===== src/rtl/regfile_mp.sv =====
// regfile_mp: multi-port integer register file for the pipelined RISC-V core.
// Latency: reads are combinational, with same-cycle write bypass; writes commit at posedge.
// Backpressure: none. While busy (clear engine active or rst high), reads return 0 and writes are dropped.
// Optional feature macro: REGFILE_SCOREBOARD_EN adds per-register pending bits (rsv_en/rsv_addr/rd_pending).
module regfile_mp #(
    parameter int XLEN     = 32,
    parameter int DEPTH    = 32,
    parameter int NUM_RD   = 2,
    parameter int ZERO_REG = 1,
    localparam int AW      = $clog2(DEPTH)
) (
    input  logic                   clk,
    input  logic                   rst,
    input  logic [NUM_RD*AW-1:0]   rd_addr,
    output logic [NUM_RD*XLEN-1:0] rd_data,
    input  logic                   wr0_en,
    input  logic [AW-1:0]          wr0_addr,
    input  logic [XLEN-1:0]        wr0_data,
    input  logic                   wr1_en,
    input  logic [AW-1:0]          wr1_addr,
    input  logic [XLEN-1:0]        wr1_data,
`ifdef REGFILE_SCOREBOARD_EN
    input  logic                   rsv_en,
    input  logic [AW-1:0]          rsv_addr,
    output logic [NUM_RD-1:0]      rd_pending,
`endif
    output logic                   busy
);

    typedef enum logic {
        S_IDLE  = 1'b0,
        S_CLEAR = 1'b1
    } state_t;

    localparam logic [AW-1:0] LAST_IDX = AW'(DEPTH - 1);
    localparam bit            HAS_ZERO = (ZERO_REG != 0);

    state_t          r_state;
    state_t          w_state_nxt;
    logic [AW-1:0]   r_clr_idx;
    logic [XLEN-1:0] r_mem [DEPTH];

    logic            w_busy;
    logic            w_clr_we;
    logic            w_wr_ok;
    logic            w_wr0_we;
    logic            w_wr1_we;

    // FSM state register: reset always (re)starts the clear sweep
    always_ff @(posedge clk) begin
        if (rst) begin
            r_state <= S_CLEAR;
        end else begin
            r_state <= w_state_nxt;
        end
    end

    // FSM next state: the sweep leaves CLEAR on the edge that writes the last entry
    always_comb begin
        w_state_nxt = r_state;
        case (r_state)
            S_IDLE:  w_state_nxt = S_IDLE;
            S_CLEAR: begin
                if (r_clr_idx == LAST_IDX) begin
                    w_state_nxt = S_IDLE;
                end
            end
            default: w_state_nxt = S_CLEAR;
        endcase
    end

    // FSM outputs: busy covers both the sweep and any cycle with rst asserted
    always_comb begin
        w_busy   = (r_state == S_CLEAR) || rst;
        w_clr_we = (r_state == S_CLEAR) && !rst;
        w_wr_ok  = !w_busy;
    end

    assign busy = w_busy;

    // Clear index: restarts at 0 on reset, advances once per CLEAR cycle
    always_ff @(posedge clk) begin
        if (rst) begin
            r_clr_idx <= '0;
        end else if (r_state == S_CLEAR) begin
            r_clr_idx <= r_clr_idx + 1'b1;
        end
    end

    // Effective write enables: port 1 wins an address collision, x0 is read-only when hardwired
    always_comb begin
        w_wr1_we = w_wr_ok && wr1_en && !(HAS_ZERO && (wr1_addr == '0));
        w_wr0_we = w_wr_ok && wr0_en && !(HAS_ZERO && (wr0_addr == '0))
                   && !(wr1_en && (wr1_addr == wr0_addr));
    end

    // Storage: clear engine has exclusive access while it runs
    always_ff @(posedge clk) begin
        if (w_clr_we) begin
            r_mem[r_clr_idx] <= '0;
        end else begin
            if (w_wr0_we) begin
                r_mem[wr0_addr] <= wr0_data;
            end
            if (w_wr1_we) begin
                r_mem[wr1_addr] <= wr1_data;
            end
        end
    end

    // Read ports: zero reg, then wr1 bypass, then wr0 bypass, then stored value
    always_comb begin
        rd_data = '0;
        for (int k = 0; k < NUM_RD; k++) begin
            if (w_busy) begin
                rd_data[k*XLEN +: XLEN] = '0;
            end else if (HAS_ZERO && (rd_addr[k*AW +: AW] == '0)) begin
                rd_data[k*XLEN +: XLEN] = '0;
            end else if (wr1_en && (wr1_addr == rd_addr[k*AW +: AW])) begin
                rd_data[k*XLEN +: XLEN] = wr1_data;
            end else if (wr0_en && (wr0_addr == rd_addr[k*AW +: AW])) begin
                rd_data[k*XLEN +: XLEN] = wr0_data;
            end else begin
                rd_data[k*XLEN +: XLEN] = r_mem[rd_addr[k*AW +: AW]];
            end
        end
    end

`ifdef REGFILE_SCOREBOARD_EN
    logic [DEPTH-1:0] r_pend;
    logic [DEPTH-1:0] w_pend_nxt;

    // Pending next value: writes clear, reservation set applied last so it wins
    always_comb begin
        w_pend_nxt = r_pend;
        if (wr0_en) begin
            w_pend_nxt[wr0_addr] = 1'b0;
        end
        if (wr1_en) begin
            w_pend_nxt[wr1_addr] = 1'b0;
        end
        if (rsv_en) begin
            w_pend_nxt[rsv_addr] = 1'b1;
        end
        if (HAS_ZERO) begin
            w_pend_nxt[0] = 1'b0;
        end
    end

    // Pending bits: wiped and frozen while the clear engine owns the file
    always_ff @(posedge clk) begin
        if (w_busy) begin
            r_pend <= '0;
        end else begin
            r_pend <= w_pend_nxt;
        end
    end

    // Pending lookup: stored bits only, a same-cycle write does not hide a pending bit
    always_comb begin
        rd_pending = '0;
        for (int k = 0; k < NUM_RD; k++) begin
            rd_pending[k] = r_pend[rd_addr[k*AW +: AW]];
        end
    end
`endif

endmodule

===== config.mk =====
export PLATFORM = sky130hd
export DESIGN_NAME = regfile_mp
export DESIGN_NICKNAME = d
export VERILOG_FILES = /design/src/rtl/regfile_mp.sv
export SDC_FILE = /design/constraint.sdc
export NUM_CORES = 2
export LEC_CHECK = 0
export ABC_CLOCK_PERIOD_IN_PS = 4700
export CORE_MARGIN = 2
export CORE_UTILIZATION = 35
export CTS_BUF_LIST = sky130_fd_sc_hd__clkbuf_8
export DETAILED_ROUTE_END_ITERATION = 12
export GPL_TIMING_DRIVEN = 0
export PLACE_DENSITY_LB_ADDON = 0.2
export SKIP_CTS_REPAIR_TIMING = 1
export SYNTH_ARGS = -nofsm -noshare
export SYNTH_HDL_FRONTEND = slang
export SYNTH_SLANG_ARGS = --single-unit

===== constraint.sdc =====
create_clock -name clk -period 4.7 [get_ports clk]
set_input_delay 0.705 -clock clk [delete_from_list [all_inputs] [get_ports clk]]
set_output_delay 0.705 -clock clk [all_outputs]
set_load 0.03 [all_outputs]

==> impl_metrics.json <==
{
  "syn_area_um2": 60010,
  "synth_edf_count": 1024,
  "synth_fa_ha_area_share_pct": 0.04170,
  "syn_nets": 5557,
  "cts_num_sinks": 1030,
  "cp.arrival_ns": 4.29,
  "overflow": 0,
  "finalNetCount": 5917,
  "multi_input_area_um2": 26590,
  "pre_cts_ws_ns": -1.473,
  "grt_usage_pct": 37.96,
  "seq_area_um2": 30870,
  "layout-drive-gt1-share_pct": 17.48,
  "clock_path_buffers": 3,
  "combPwrFrac_pct": 10.6,
  "power.internal_uw": 14520,
  "coreArea_um2": 169800,
  "worst_slew_pin_slew_ns": 1.466,
  "layout.cells.most_common": "nand2_1",
  "cp_slowest_cell": "clkdlybuf4s15_1",
  "p_leak_uw": 0.02358,
  "wl_um": 340100,
  "violations": "setup timing",
  "cap_violations": 0,
  "start_util_pct": 35.33,
  "finalInstanceArea_um2": 69530,
  "yosys.area.top_type": "edfxtp_1",
  "setup_ws_ns": -0.2905,
  "synth_top_family_by_area": "multiplexers",
  "grt_pass1_wl_um": 446000,
  "synth_flop_cell": "edfxtp_1",
  "rows": 151,
  "htree_levels": 4,
  "syn_avg_cell_area_um2": 10.98,
  "p_seq_share_pct": 49.3,
  "ys_top_cells_by_area": "edfxtp_1 51%, mux4_2 12%, o21ai_0 8.4%",
  "maxSlewViolCount": 0,
  "grt_max_degree": 20,
  "outcome": "finished, violations left",
  "dr_total_vias": 55811,
  "crit_type": "input pin to output port",
  "hold_violations": 0,
  "ant_nets": 0,
  "p_sw_share_pct": 28.75,
  "yosysSeqAreaShare_pct": 51.45,
  "synth-simple-area-share_pct": 9.519,
  "fmax_mhz": 200.4,
  "final_cell_mix": "1284 x nand2_1, 1024 x edfxtp_1, 1002 x o21ai_0",
  "synth-seq-cells": 1030,
  "p_switching_uw": 5859,
  "die_h_um": 418.1,
  "rsz0062_at_grt": "true",
  "place_congestion": 1.007,
  "synth_compound_area_share_pct": 14.96,
  "finClkSkew_ns": 0.05521,
  "slew-limit-headroom_pct": 2.258,
  "clk_latency_ns": 0.99,
  "finalCriticalPeriod_ns": 4.991,
  "worstPathRequired_ns": 3.99,
  "hold_class": "input pin to register",
  "cts_tree": "yes",
  "end_kind": "output port",
  "min_period_over_period_pct": 106.2,
  "synth_cell_type_count": 61,
  "syn_inst": 5467,
  "detailed_place_hpwl_um": 238100,
  "power_density_nw_per_um2": 293.1,
  "worstPathMaxFanout": 10,
  "setup_viol": 21,
  "die_x_um": 418.1,
  "cts_inserted_buffers": 188,
  "synthDominantCellAreaShare_pct": 51.24,
  "dieArea_um2": 174800,
  "critPathMaxStageDelay_ns": 0.78,
  "clockRootBuffer": "clkbuf_8",
  "routed_via_density": 6.799,
  "grt_pass1_vias": 52341,
  "num_io_pins": 153,
  "post_drt_wl_per_cell_um": 41.43,
  "drc": 0,
  "pwr-share-clk_pct": 40.0,
  "dpl.cell_count": 7851,
  "crit_chain": "clkbuf_1, nor2b_1, clkbuf_2, clkdlybuf4s15_1, a22oi_1, nand2_1, o22ai_1, o21ai_1, clkdlybuf4s50_1",
  "yosysWarnings": 0,
  "synth_xor_area_share_pct": 0.4087,
  "ys_async_sr_fraction_pct": 0,
  "area.growth.synth_to_final_pct": 15.88,
  "start_kind": "input pin",
  "finalSetupTns_ns": -2.282,
  "instances_no_fill": 8209,
  "nFillCells": 16242,
  "dr.pass1.iters": 9,
  "antenna_found_initial": 15,
  "placed_cell_area_um2": 65520,
  "clkTransAtPathRegs_ns": 0.06,
  "synth_mux_area_share_pct": 18.44,
  "portBuffers": 106,
  "ir_worst_vdd_uv": 344.4,
  "first_iter_violations": 10734
}
==> critical path: cells and delay by family <==
| family | cells | cell delay (ns) |
|---|---|---|
| AO/OA/AOI/OAI | 3 | 1.06 |
| buffers and inverters | 4 | 2.20 |
| AND/OR/NAND/NOR | 2 | 0.27 |
==> registers in the layout (all words and copies together) (netlist names) <==
register   flops
r_state        1
r_clr_idx      5
r_mem       1024
==> cells in the mapped netlist, types with 8 or more instances <==
library cell / number
a22oi_1: 254
a211oi_1: 30
o21ai_1: 57
xor2_1: 17
mux4_2: 320
buf_4: 20
o22ai_1: 138
xnor2_1: 11
o21ai_0: 1003
nand3_1: 35
edfxtp_1: 1024
nor2_1: 16
mux2i_1: 381
buf_1: 31
o21bai_1: 20
nor3_1: 17
buf_2: 202
nand2_1: 1284
o221ai_1: 31
clkbuf_1: 428
nor4_1: 8
inv_1: 39
==> area by class of cell <==
type	instances	area share, %
Sequential cell	1030	44.40
Multi-Input combinational cell	3710	38.25
Buffer	683	4.680
Tap cell	2218	3.991
Clock buffer	190	3.761
Timing Repair Buffer	175	3.662
Clock inverter	146	0.9879
Inverter	39	0.2105
Antenna cell	18	0.06478
==> stage by stage <==
step           util (%)  power (uW)  hold WS, ns
2_1_floorplan         -       11300       0.5561
3_3_place_gp      37.59       12190       0.5927
3_5_place_dp      38.57       12240       0.6068
4_1_cts           40.52       20070     -0.01173
5_1_grt           40.92       20580      0.01026
6_report          40.94       20380     0.005174
==> power by group through the flow <==
stage,Combinational [uW],Sequential (uW),Clock [uW]
6_report,2170,10100,8160
2_1_floorplan,1070,10200,0
4_1_cts,2000,10100,8010
5_1_grt,2130,10100,8400
3_5_place_dp,2000,10200,0
3_3_place_gp,1940,10300,0
==> cells by family (layout without fill, tap and decap cells) <==
family / after synthesis / in the layout
multiplexers: 705 / 705
AO/OA/AOI/OAI: 1557 / 1557
XOR/XNOR: 28 / 28
other: 0 / 18
adder cells (fa/ha/maj): 2 / 2
flip-flops: 1030 / 1030
AND/OR/NAND/NOR: 1418 / 1418
buffers and inverters: 727 / 1233
==> layer usage <==
layer / vias up / GRT usage, % / share of wire [%]
li1: 21245 / - / -
met5: - / 2.695 / 0.23
met2: 5527 / 53.97 / 41
met3: 1487 / 17.46 / 16
met1: 27525 / 43.91 / 33
met4: 27 / 29.74 / 9.6
==> final timing paths <==
path	from	to	slack, ns	cells past startpoint
worst min-delay path	rst	r_clr_idx[0]	0.005	2
worst max-delay path	rd_addr[6]	rd_data[52]	-0.29	9
worst min register to register	r_clr_idx[0]	r_clr_idx[0]	0.62	2
worst max register to register	r_state	r_mem[24][8]	0.16	10
Note: power is estimated with default switching activity, not from simulation.
